--- config.mk ---
export PLATFORM = sky130hd
export DESIGN_NAME = fwd_hazard_unit
export DESIGN_NICKNAME = d
export VERILOG_FILES = /design/src/rtl/fwd_pkg.sv /design/src/rtl/hazard_stage_reg.sv /design/src/rtl/fwd_hazard_unit.sv
export SDC_FILE = /design/constraint.sdc
export NUM_CORES = 1
export LEC_CHECK = 0
export CORE_MARGIN = 1
export CORE_UTILIZATION = 35
export DETAILED_ROUTE_END_ITERATION = 10
export DONT_BUFFER_PORTS = 1
export SLEW_MARGIN = 20
export SYNTH_ARGS = -nofsm -noshare
export SYNTH_HDL_FRONTEND = slang
export SYNTH_SLANG_ARGS = --single-unit
--- constraint.sdc ---
create_clock -name clk -period 4.55 [get_ports clk]
set_input_delay 1.365 -clock clk [delete_from_list [all_inputs] [get_ports clk]]
set_output_delay 1.365 -clock clk [all_outputs]
set_load 0.02 [all_outputs]
--- src/rtl/fwd_pkg.sv ---
// Shared types and constants for the forwarding / load-use hazard unit.
//   FWD_*    : encodings of the 2-bit EX operand-forwarding mux select
//   stage_t  : one pipeline shadow-stage record
//   fwd_match: true when a stage will write back the given source register
package fwd_pkg;

  localparam int unsigned RegAddrW = 5;
  localparam int unsigned SelW     = 2;

  localparam logic [SelW-1:0] FWD_REG   = 2'b00;  // register-file operand
  localparam logic [SelW-1:0] FWD_EXMEM = 2'b01;  // EX/MEM ALU result
  localparam logic [SelW-1:0] FWD_MEMWB = 2'b10;  // MEM/WB write-back data
  localparam logic [SelW-1:0] FWD_RSVD  = 2'b11;  // reserved, never driven

  typedef struct packed {
    logic                valid;
    logic [RegAddrW-1:0] rs1;
    logic [RegAddrW-1:0] rs2;
    logic [RegAddrW-1:0] rd;
    logic                reg_write;
    logic                mem_read;
  } stage_t;

  // x0 is hard-wired zero, so a write to it must never be forwarded.
  function automatic logic fwd_match(input stage_t s, input logic [RegAddrW-1:0] src);
    return s.valid && s.reg_write && (s.rd != '0) && (s.rd == src);
  endfunction

endpackage

--- src/rtl/hazard_stage_reg.sv ---
// One shadow pipeline stage (ID/EX, EX/MEM or MEM/WB record).
// Ports:
//   clk_i    : rising-edge clock
//   rst_i    : asynchronous active-high reset, clears every field
//   bubble_i : load a bubble (valid, reg_write, mem_read forced low)
//   d_i      : record from the previous stage
//   q_o      : registered record
module hazard_stage_reg
  import fwd_pkg::*;
(
  input  logic   clk_i,
  input  logic   rst_i,
  input  logic   bubble_i,
  input  stage_t d_i,
  output stage_t q_o
);

  stage_t stage_d, stage_q;

  always_comb begin
    stage_d = d_i;
    if (bubble_i) begin
      stage_d.valid     = 1'b0;
      stage_d.reg_write = 1'b0;
      stage_d.mem_read  = 1'b0;
    end
  end

  always_ff @(posedge clk_i or posedge rst_i) begin
    if (rst_i) begin
      stage_q <= '0;
    end else begin
      stage_q <= stage_d;
    end
  end

  assign q_o = stage_q;

endmodule

--- src/rtl/fwd_hazard_unit.sv ---
// Operand-forwarding select generation and load-use stall detection.
// Shadows decode through ID/EX, EX/MEM and MEM/WB and drives the selects of the
// two EX-stage 4:1 operand muxes. A load-use hazard requests a one-cycle stall and
// inserts a bubble into the ID/EX shadow; flush also bubbles ID/EX and masks stall.
// Ports:
//   clk, rst                  : clock, asynchronous active-high reset
//   id_valid, id_rs1, id_rs2,
//   id_rd, id_reg_write,
//   id_mem_read               : decode-slot instruction
//   flush                     : branch taken, kill the decode slot
//   stall                     : hold PC and IF/ID (combinational)
//   fwd_a_sel, fwd_b_sel      : operand mux selects (from flops only)
//   stall_cnt                 : stall-cycle counter, present only with FWD_STALL_CNT_EN
// Build option: define FWD_STALL_CNT_EN to add the stall_cnt output.
module fwd_hazard_unit
  import fwd_pkg::*;
#(
  parameter int unsigned REG_ADDR_W = RegAddrW,
  parameter int unsigned SEL_W      = SelW
) (
  input  logic                  clk,
  input  logic                  rst,
  input  logic                  id_valid,
  input  logic [REG_ADDR_W-1:0] id_rs1,
  input  logic [REG_ADDR_W-1:0] id_rs2,
  input  logic [REG_ADDR_W-1:0] id_rd,
  input  logic                  id_reg_write,
  input  logic                  id_mem_read,
  input  logic                  flush,
  output logic                  stall,
  output logic [SEL_W-1:0]      fwd_a_sel,
  output logic [SEL_W-1:0]      fwd_b_sel
`ifdef FWD_STALL_CNT_EN
  ,
  output logic [31:0]           stall_cnt
`endif
);

  stage_t id_rec, idex_q, exmem_q, memwb_q;
  logic   idex_bubble;

  always_comb begin
    id_rec           = '0;
    id_rec.valid     = id_valid;
    id_rec.rs1       = id_rs1;
    id_rec.rs2       = id_rs2;
    id_rec.rd        = id_rd;
    id_rec.reg_write = id_reg_write;
    id_rec.mem_read  = id_mem_read;
  end

  assign idex_bubble = stall | flush;

  hazard_stage_reg u_idex (
    .clk_i    (clk),
    .rst_i    (rst),
    .bubble_i (idex_bubble),
    .d_i      (id_rec),
    .q_o      (idex_q)
  );

  hazard_stage_reg u_exmem (
    .clk_i    (clk),
    .rst_i    (rst),
    .bubble_i (1'b0),
    .d_i      (idex_q),
    .q_o      (exmem_q)
  );

  hazard_stage_reg u_memwb (
    .clk_i    (clk),
    .rst_i    (rst),
    .bubble_i (1'b0),
    .d_i      (exmem_q),
    .q_o      (memwb_q)
  );

  // Load in EX whose result the decode slot needs; flush kills the consumer anyway.
  assign stall = idex_q.valid && idex_q.mem_read && (idex_q.rd != '0) &&
                 ((idex_q.rd == id_rs1) || (idex_q.rd == id_rs2)) &&
                 id_valid && !flush;

  // EX/MEM is the younger producer, so it wins over MEM/WB.
  always_comb begin
    fwd_a_sel = FWD_REG;
    fwd_b_sel = FWD_REG;
    if (idex_q.valid) begin
      if (fwd_match(exmem_q, idex_q.rs1)) begin
        fwd_a_sel = FWD_EXMEM;
      end else if (fwd_match(memwb_q, idex_q.rs1)) begin
        fwd_a_sel = FWD_MEMWB;
      end
      if (fwd_match(exmem_q, idex_q.rs2)) begin
        fwd_b_sel = FWD_EXMEM;
      end else if (fwd_match(memwb_q, idex_q.rs2)) begin
        fwd_b_sel = FWD_MEMWB;
      end
    end
  end

  // Source fields of the later stages are tracked but not consumed here.
  logic unused_stage_bits;
  assign unused_stage_bits = ^{exmem_q.rs1, exmem_q.rs2, exmem_q.mem_read,
                               memwb_q.rs1, memwb_q.rs2, memwb_q.mem_read};

`ifdef FWD_STALL_CNT_EN
  logic [31:0] stall_cnt_d, stall_cnt_q;

  // Wraps naturally from all-ones to zero.
  always_comb begin
    stall_cnt_d = stall_cnt_q;
    if (stall) begin
      stall_cnt_d = stall_cnt_q + 32'd1;
    end
  end

  always_ff @(posedge clk or posedge rst) begin
    if (rst) begin
      stall_cnt_q <= '0;
    end else begin
      stall_cnt_q <= stall_cnt_d;
    end
  end

  assign stall_cnt = stall_cnt_q;
`endif

endmodule

# Word level (Yosys, flattened, before mapping)
# Index checks and enable logic that the tools add are counted.
# word_totals
regBits,32
in_bits,21
output_inout_bits,5
elab_cells,45
# op_classes
eq_ne,6
muxes,8
n_bitwise,1
n_reduce_logical,18
# op_table
cell,n
== test 5 bit,6
nonzero test 5 bit,3
2-to-1 mux 2 bit,7
logical AND 1 bit,13
zero test 1 bit,1
logical OR 1 bit,1
2-to-1 mux 1 bit,1
bitwise OR 1 bit,1

# Depth between registers and ports, before layout
# Gate-level depths: netlist (run 1).
# logic_depth
depth_word,7
depth_mapped,4
depth_no_buf,4

# Cells and area by module
# Synthesis (run 1) repeated with hierarchy kept, for this count alone.
# hier_totals
cells_unflattened,121
hier_area_um2,1846.8
# modules_own_cells
mod,instances,cells_each,area_per_inst_um2,seq_area_each_um2
hazard_stage_reg,3,22,473.0,450.4
fwd_hazard_unit,1,55,427.9,0.0

# Worst setup path before layout (run 1)
# No wires, ideal clock.
# synth_path
path_type,input to output
start,input port id_rs1[2]
end,output port stall
arrival_time_ns,2.122
slack_ns,1.063
stages,4
n_path_buf,0
path_cell_list,xnor2_1 -> nand3_1 -> o22ai_1 -> and3b_1
# synth_via
elab_chain_len,5
# synth_lines
item,line,source
from (decl),fwd_hazard_unit.sv:24,"input logic [REG_ADDR_W-1:0] id_rs1,"
== test 5 bit,fwd_hazard_unit.sv:80,((idex_q.rd == id_rs1) || (idex_q.rd == id_rs2)) &&
logical OR 1 bit,fwd_hazard_unit.sv:80,
logical AND 1 bit,fwd_hazard_unit.sv:79,assign stall = idex_q.valid && idex_q.mem_read && (idex_q.rd != '0) &&
logical AND 1 bit,fwd_hazard_unit.sv:80,
logical AND 1 bit,fwd_hazard_unit.sv:81,id_valid && !flush;
to (decl),fwd_hazard_unit.sv:30,"output logic stall,"
# Every way passes these cells.

# Final worst setup path (run 1)
# layout_path
start,input port id_rs1[0]
end,output port stall
# Same word-level chain as after synthesis.

==> results of run 1 <==
[power groups by stage]
stage / registers [uW] / logic (uW) / clock network [uW]
after floorplan: 316 / 30.5 / 0
after global placement: 319 / 36.6 / 0
after detailed placement: 320 / 37.0 / 0
after CTS: 314 / 37.2 / 147
after global routing: 316 / 40.8 / 161
final: 314 / 36.2 / 140
[cell usage after synthesis]
cell / count / area, um^2
sky130_fd_sc_hd__o211ai_2: 1 / 12.51
sky130_fd_sc_hd__o22ai_1: 1 / 6.260
sky130_fd_sc_hd__inv_1: 1 / 3.750
sky130_fd_sc_hd__a21oi_1: 4 / 20.02
sky130_fd_sc_hd__nor3_1: 3 / 15.01
sky130_fd_sc_hd__and2_2: 1 / 7.510
sky130_fd_sc_hd__nand2_1: 2 / 7.510
sky130_fd_sc_hd__nor2_1: 1 / 3.750
sky130_fd_sc_hd__nand3_1: 6 / 30.03
sky130_fd_sc_hd__and3b_1: 1 / 8.760
sky130_fd_sc_hd__xnor2_1: 18 / 157.7
sky130_fd_sc_hd__or4_1: 3 / 22.52
sky130_fd_sc_hd__nor4_2: 1 / 12.51
sky130_fd_sc_hd__dfrtp_1: 32 / 800.8
sky130_fd_sc_hd__o2111ai_1: 1 / 8.760
sky130_fd_sc_hd__nor4_1: 2 / 12.51
sky130_fd_sc_hd__and2_1: 1 / 6.260
sky130_fd_sc_hd__nand2b_1: 3 / 18.77
sky130_fd_sc_hd__xor2_1: 12 / 105.1
[registers in the layout, indices dropped and copies added, names as in the netlist]
signal	cells
u_exmem.q_o	7
u_memwb.q_o	7
u_idex.q_o	18
[routing by layer]
| metal | wire length, um | vias to the layer above | GRT usage | share of wire |
|---|---|---|---|---|
| met5 | 0 | - | 0 | 0 |
| met4 | 52 | 0 | 0.06667 | 0.024 |
| met3 | 153 | 7 | 0.06211 | 0.072 |
| met2 | 1066 | 22 | 0.2082 | 0.50 |
| met1 | 851 | 334 | 0.1478 | 0.40 |
| li1 | - | 333 | - | - |
[area by class of cell]
class | count | area, um^2
Timing Repair Buffer | 1 | 7.507
Sequential cell | 32 | 800.8
Clock inverter | 1 | 5.005
Clock buffer | 6 | 41.29
Multi-Input combinational cell | 61 | 455.4
Fill cell | 314 | 2018
Tap cell | 46 | 57.56
Inverter | 1 | 3.754
[layout by cell type, fill, tap and decap left out, types with 3 or more instances in the layout]
cell,netlist,layout
sky130_fd_sc_hd__nand2b_1,3,3
sky130_fd_sc_hd__xor2_1,12,12
sky130_fd_sc_hd__nand3_1,6,6
sky130_fd_sc_hd__nor3_1,3,3
sky130_fd_sc_hd__dfrtp_1,32,32
sky130_fd_sc_hd__a21oi_1,4,4
sky130_fd_sc_hd__clkbuf_4,0,5
sky130_fd_sc_hd__xnor2_1,18,18
sky130_fd_sc_hd__or4_1,3,3
[how the worst max path moves through the flow]
| stage | start | end | slack [ns] |
|---|---|---|---|
| after CTS | id_rs1[0] | stall | 0.94 |
| after floorplan | id_rs1[2] | stall | 1.06 |
| after global placement | id_rs1[0] | stall | 0.98 |
| after global routing | u_exmem.q_o[3] | fwd_b_sel[1] | 0.86 |
| final | id_rs1[0] | stall | 0.93 |
| after detailed placement | id_rs1[0] | stall | 0.94 |
[per-stage QoR]
stage / cells / hold WS, ns / setup WS [ns] / power, uW / area [um^2]
floorplan: 94 / 0.3312 / 1.063 / 346.2 / 1260
global placement: 141 / 0.3340 / 0.9814 / 355.9 / 1325
detailed placement: 141 / 0.3386 / 0.9381 / 356.9 / 1325
CTS: 148 / 0.3599 / 0.9428 / 498.8 / 1371
global route: 148 / 0.3741 / 0.8558 / 517.8 / 1371
finish: 148 / 0.3592 / 0.9349 / 490.0 / 1371
[logic make-up (layout without fill, tap and decap cells)]
family,after synthesis,in the layout,synth area share
XOR/XNOR,30,30,0.2085
AND/OR/NAND/NOR,24,24,0.1152
AO/OA/AOI/OAI,7,7,0.03774
flip-flops,32,32,0.6356
buffers and inverters,1,9,0.002976
==> run summary, run 1 <==
The buffer type at the clock tree root is sky130_fd_sc_hd__clkbuf_4. The cell type group with the largest total delay on the critical path is simple AND/OR/NAND/NOR gates. The internal cell power is 374.5 uW. The worst setup path is of the primary input to output port kind. The quantity of I/O buffers inserted on ports came out at 0. The number of top-level pins is 26. The number of nets in the final layout is 123. The utilization after layout came out at 0.4046. STA classifies the critical path startpoint as a primary input. The post-CTS resize count is 0. The average footprint of a synthesized cell came out at 13.40 um^2. The worst-case IR drop observed on VDD is 0.2008 mV.

The fraction of power spent switching nets came out at 0.2357. The area growth from synthesis to layout came out at 8.839%. The number of flip-flops and latches in the synthesized netlist came out at 32.

The die height is 62 um. The slowest stage of the critical path is the sky130_fd_sc_hd__and3b_1 cell. The die outline area came out at 3844 um^2. The number of synthesis warnings is 0.

The worst-skew pair later-pin latency is 0.32 ns. The CTS tree is yes. Derived from the worst setup path, the maximum achievable clock frequency is 276.6 MHz. The worst register-to-register path begins at u_idex.q_o[2]. The number of global-route vias before repair came out at 723. The horizontal die dimension came out at 62 um. The first-pass iteration count of the detailed router is 4. In this run the worst path has a maximum fanout of 4. The hold violation total from the final report came out at 0. The share of post-route cells with drive strength above 1 came out at 0.09804. The maximum number of pins on one net before global-route repair came out at 33.

The share of total power dissipated in sequential elements is 0.640. The number of buffers between clock root and the deepest sink came out at 2. The worst clock skew on the final layout is 0.01104 ns. The final sum of negative setup slack came out at 0 ns.

The worst-case hold path end point is u_exmem.q_o[1]. The category of the worst setup path capture point is an output port. The clock-pin transition on the worst setup and hold timing paths came out at 0.09 ns. The power per cell area is 357.3 nW/um^2.

The core area is 3390 um^2. The number of stages on the worst setup path came out at 4. The run finished with clean final reports. The first global-routing pass estimated 3.332 mm of wire. Setup repair after global routing left no endpoint under its margin. The final wirelength is 2.123 mm. The share of total power dissipated in combinational logic is 0.074. In this run the tightest slew margin relative to its limit is 0.5467. The number of different library cells in the post-synthesis netlist came out at 19. The gate count of the mapped netlist is 94.

The count of nets left with antenna violations after detail routing came out at 0. In this run the core area contains 21 standard-cell rows. The actual slew at the worst max-slew pin is 0.6748 ns. The worst hold path depth is 0.

The initial core utilization came out at 0.3717. The synthesized netlist net count is 115. The proportion of power drawn by the clock network came out at 0.286.

In this design, the stage delay of the slowest critical-path cell is 0.33 ns. The worst register-to-register path ends at u_idex.q_o[1]. The switching power total is 115.5 uW. After layout, the minimum clock period comes to 3.615 ns.

The cts-stage hold buffer count came out at 0. The final-report max-slew violation count is 0. The fraction of the yosys area taken by sequential cells is 0.6356.

The average wire length per cell after detail routing came out at 14.34 um. The total leakage power came out at 0.0005602 uW. The global router's overall resource usage came out at 0.1313. The total congestion overflow came out at 0.

The count of buffer and inverter cells on the critical path came out at 0. The share of the cycle needed by the critical path after routing is 0.7945. The number of cells on the worst reg-to-reg path is 4.

The total number of vias is 696. The cell area that synthesis handed to floorplanning was 1260 um^2. The count of H-tree levels built during CTS is 2. 0 antenna diodes ended up in the layout.

The post-CTS setup buffer count came out at 0. The number of clock sinks is 32. The worst hold path begins at u_idex.q_o[1]. The average via count per standard cell came out at 4.703. The signal on the critical path passes through xnor2_1 > nand3_1 > o22ai_1 > and3b_1. Max-cap violations in this run came to 0.

The number of clock buffers inserted by TritonCTS is 5. The arrival time at the worst endpoint came out at 2.25 ns. The final weighted congestion of routability-driven global placement is 0.7417.

The number of remaining DRC errors is 0. The required time reported for the critical path endpoint came out at 3.18 ns. The class of the worst hold path is flip-flop to flip-flop. The worst-case register-to-register setup slack came out at 3.29 ns.

The initial antenna violation count came out at 0. The iteration-0 DRC count of the detailed router is 8. The count of endpoints failing setup in the final report is 0.
(Power assumes the default switching activity.)
==> inputs of run 2 (changes only) <==
Clock period 4.55 ns to 3.35 ns, I/O delays scaled along.
==> run summary, run 2 (synthesized netlist as in run 1, its figures left out) <==
The core area was 3390 um^2 (unchanged). The average via count per standard cell came out at 4.673 (-0.62%). The number of clock sinks is 32 (unchanged).

The proportion of power drawn by the clock network was 0.319 (+0.033). STA classifies the critical path endpoint as an output port. The internal cell power is 535.1 uW (+43%). The part of the total power dissipated in sequential elements came out at 0.611 (-0.029). The final weighted congestion of routability-driven global placement was 0.7436 (+0.26%). The clock-pin transition on the worst setup and hold timing paths came out at 0.09 ns (about the same). The maximum number of pins on one net before global-route repair came out at 33 (unchanged).

The sequential cell area came out at 800.8 um^2 (unchanged). The flip-flop count of the largest register after layout came out at 18 (unchanged). The cts-stage hold buffer count is 0 (unchanged). The critical path start-end classification is flip-flop to output port. The switching power total is 162.4 uW (+41%). The most frequent standard cell in the layout excluding fill and tap cells is sky130_fd_sc_hd__dfrtp_1. The average wire length per cell after detail routing came out at 13.79 um (-3.9%). The worst voltage drop across the vdd grid came out at 0.2647 mV (+32%). The fraction of met3 tracks used by global routing is 0.06004 (-0.002070). The initial core utilization came out at 0.3717 (unchanged).

The count of nets left with antenna violations after detail routing came out at 0 (unchanged). The shortest period the worst path allows came out at 3.139 ns. The area of placed instances was 1333 um^2 (+0.57%). The wire length of the first global-routing pass came out at 3.339 mm (+0.21%). From synthesis to final layout, the design area changed by 10.43%. The met1 track demand over resource in global routing is 0.1496 (+0.001746). The share of the cycle needed by the critical path after routing is 0.9371. The total congestion overflow is 0 (unchanged). The die height is 62 um (unchanged). The number of inserted diodes is 0 (unchanged).

The largest driver fanout on the critical path came to 4 (unchanged). The arrival time at the worst endpoint came out at 2.13 ns (-0.12 ns). The final cell count without fillers came to 150 (+1.4%).

The final wirelength came to 2.068 mm (-2.6%). The required time reported for the critical path endpoint came out at 2.34 ns (-0.84 ns). The first-pass iteration count of the detailed router came out at 4 (unchanged). The total number of vias came out at 701 (+0.72%). The worst-skew pair later-pin latency was 0.32 ns (about the same). The post-CTS resize count is 0 (unchanged). The number of top-level pins came out at 26 (unchanged).

The quantity of I/O buffers inserted on ports is 0 (unchanged). Leaving out fill and tap cells, the most frequent cells in the layout are sky130_fd_sc_hd__dfrtp_1 (32), sky130_fd_sc_hd__xnor2_1 (18), sky130_fd_sc_hd__xor2_1 (12), sky130_fd_sc_hd__nand3_1 (6), sky130_fd_sc_hd__clkbuf_4 (5). The footprint of the multi-input gates came out at 455.4 um^2 (unchanged). The power per cell area is 501.3 nW/um^2 (+40%). The global router's overall resource usage was 0.1283 (-0.002971).

The final-report max-slew violation count is 0 (unchanged). The number of clock buffers inserted by TritonCTS came out at 5 (unchanged). The total leakage power came out at 0.0005701 uW (+1.8%). The actual slew at the worst max-slew pin came out at 0.5540 ns (-0.1208 ns). The fraction of power spent switching nets came out at 0.2328 (-0.002910). The overall power consumption is 697.4 uW (+42%). The met2 usage in global routing is 0.2021 (-0.006079). The final design instance area without fill was 1391 um^2 (+1.5%). The number of remaining DRC errors came out at 0 (unchanged). The worst slew slack as a fraction of its limit came out at 0.6276 (+0.08090). The total of max-cap violations is 0 (unchanged). The iteration-0 DRC count of the detailed router came out at 11 (+3). The post-CTS setup buffer count was 0 (unchanged). The combinational share of power came out at 0.070 (-0.004). The CTS tree is yes. The worst clock skew on the final layout is 0.005419 ns (-0.005617 ns). The global routing stage identified its most utilized layer as met2. The worst setup path is launched from a flip-flop. The row count came out at 21 (unchanged). The number of buffers between clock root and the deepest sink was 2 (unchanged). The final sum of negative setup slack is 0 ns (unchanged).

The number of global-route vias before repair came out at 740 (+2.4%). The die outline area is 3844 um^2 (unchanged). Static timing analysis puts the maximum clock frequency at 318.6 MHz. Setup repair after global routing left no endpoint under its margin. The filler cell count is 330 (+5.1%). The hold violation total from the final report was 0 (unchanged). The horizontal die dimension is 62 um (unchanged).

In this run the worst hold path is classified as flip-flop to flip-flop. The cell total after placement came out at 142 (+0.71%). The share of post-route cells with drive strength above 1 came to 0.1058 (+0.007730). The count of endpoints failing setup in the final report was 0 (unchanged). The flow ran to the end, and the final reports show no timing, DRC or antenna violations. The number of nets in the final layout is 124 (+0.81%). The initial antenna violation count was 0 (unchanged). The count of H-tree levels built during CTS was 2 (unchanged).

The tree is rooted in a sky130_fd_sc_hd__clkbuf_4.
[run 2: layout make-up]
| class | instances | area share |
|---|---|---|
| flip-flops and latches | 32 | 0.5755 |
| multi-input cells | 61 | 0.3273 |
| clock buffers | 8 | 0.04227 |
| well taps | 46 | 0.04137 |
| repair buffers | 2 | 0.01079 |
| inverters | 1 | 0.002698 |
[run 2: stage by stage]
step	util	hold slack, ns	setup slack, ns
final	0.4105	0.3722	0.2109
after global routing	0.4105	0.3729	0.04221
after CTS	0.4105	0.3730	0.1740
after detailed placement	0.3931	0.3530	0.4800
after global placement	0.3931	0.3373	0.4899
after floorplan	-	0.3312	0.5829
[run 2: power by group through the flow]
stage	Clock [uW]	Combinational (uW)	Sequential, uW
after floorplan	0	41.4	429
after global routing	239	55.6	429
after global placement	0	49.9	434
after CTS	227	50.5	426
after detailed placement	0	50.0	434
final	222	49.0	426
[run 2: critical path: stages (launching register included)]
cell and delay (ns):
sky130_fd_sc_hd__dfrtp_1 0.43, sky130_fd_sc_hd__or4_1 0.55, sky130_fd_sc_hd__o211ai_2 0.17, sky130_fd_sc_hd__nor4_1 0.11
sky130_fd_sc_hd__nor4_2 0.55
[run 2: worst paths after layout]
check / startpoint / end / slack, ns / cells after the start
min: u_idex.q_o[1] / u_exmem.q_o[1] / 0.37 / 0
min in group asynchronous: rst / u_idex.q_o[3] / 0.63 / 2
max in group asynchronous: rst / u_memwb.q_o[17] / 2.43 / 2
max reg2reg: u_idex.q_o[6] / u_idex.q_o[0] / 2.09 / 4
max: u_exmem.q_o[3] / fwd_a_sel[1] / 0.21 / 4
min reg2reg: u_idex.q_o[1] / u_exmem.q_o[1] / 0.37 / 0
[run 2: layer usage]
metal  up-vias  part of all wire
met1       329              0.41
met2        26              0.49
met3         6             0.081
li1        340                 -
met4         0             0.019
met5         -                 0
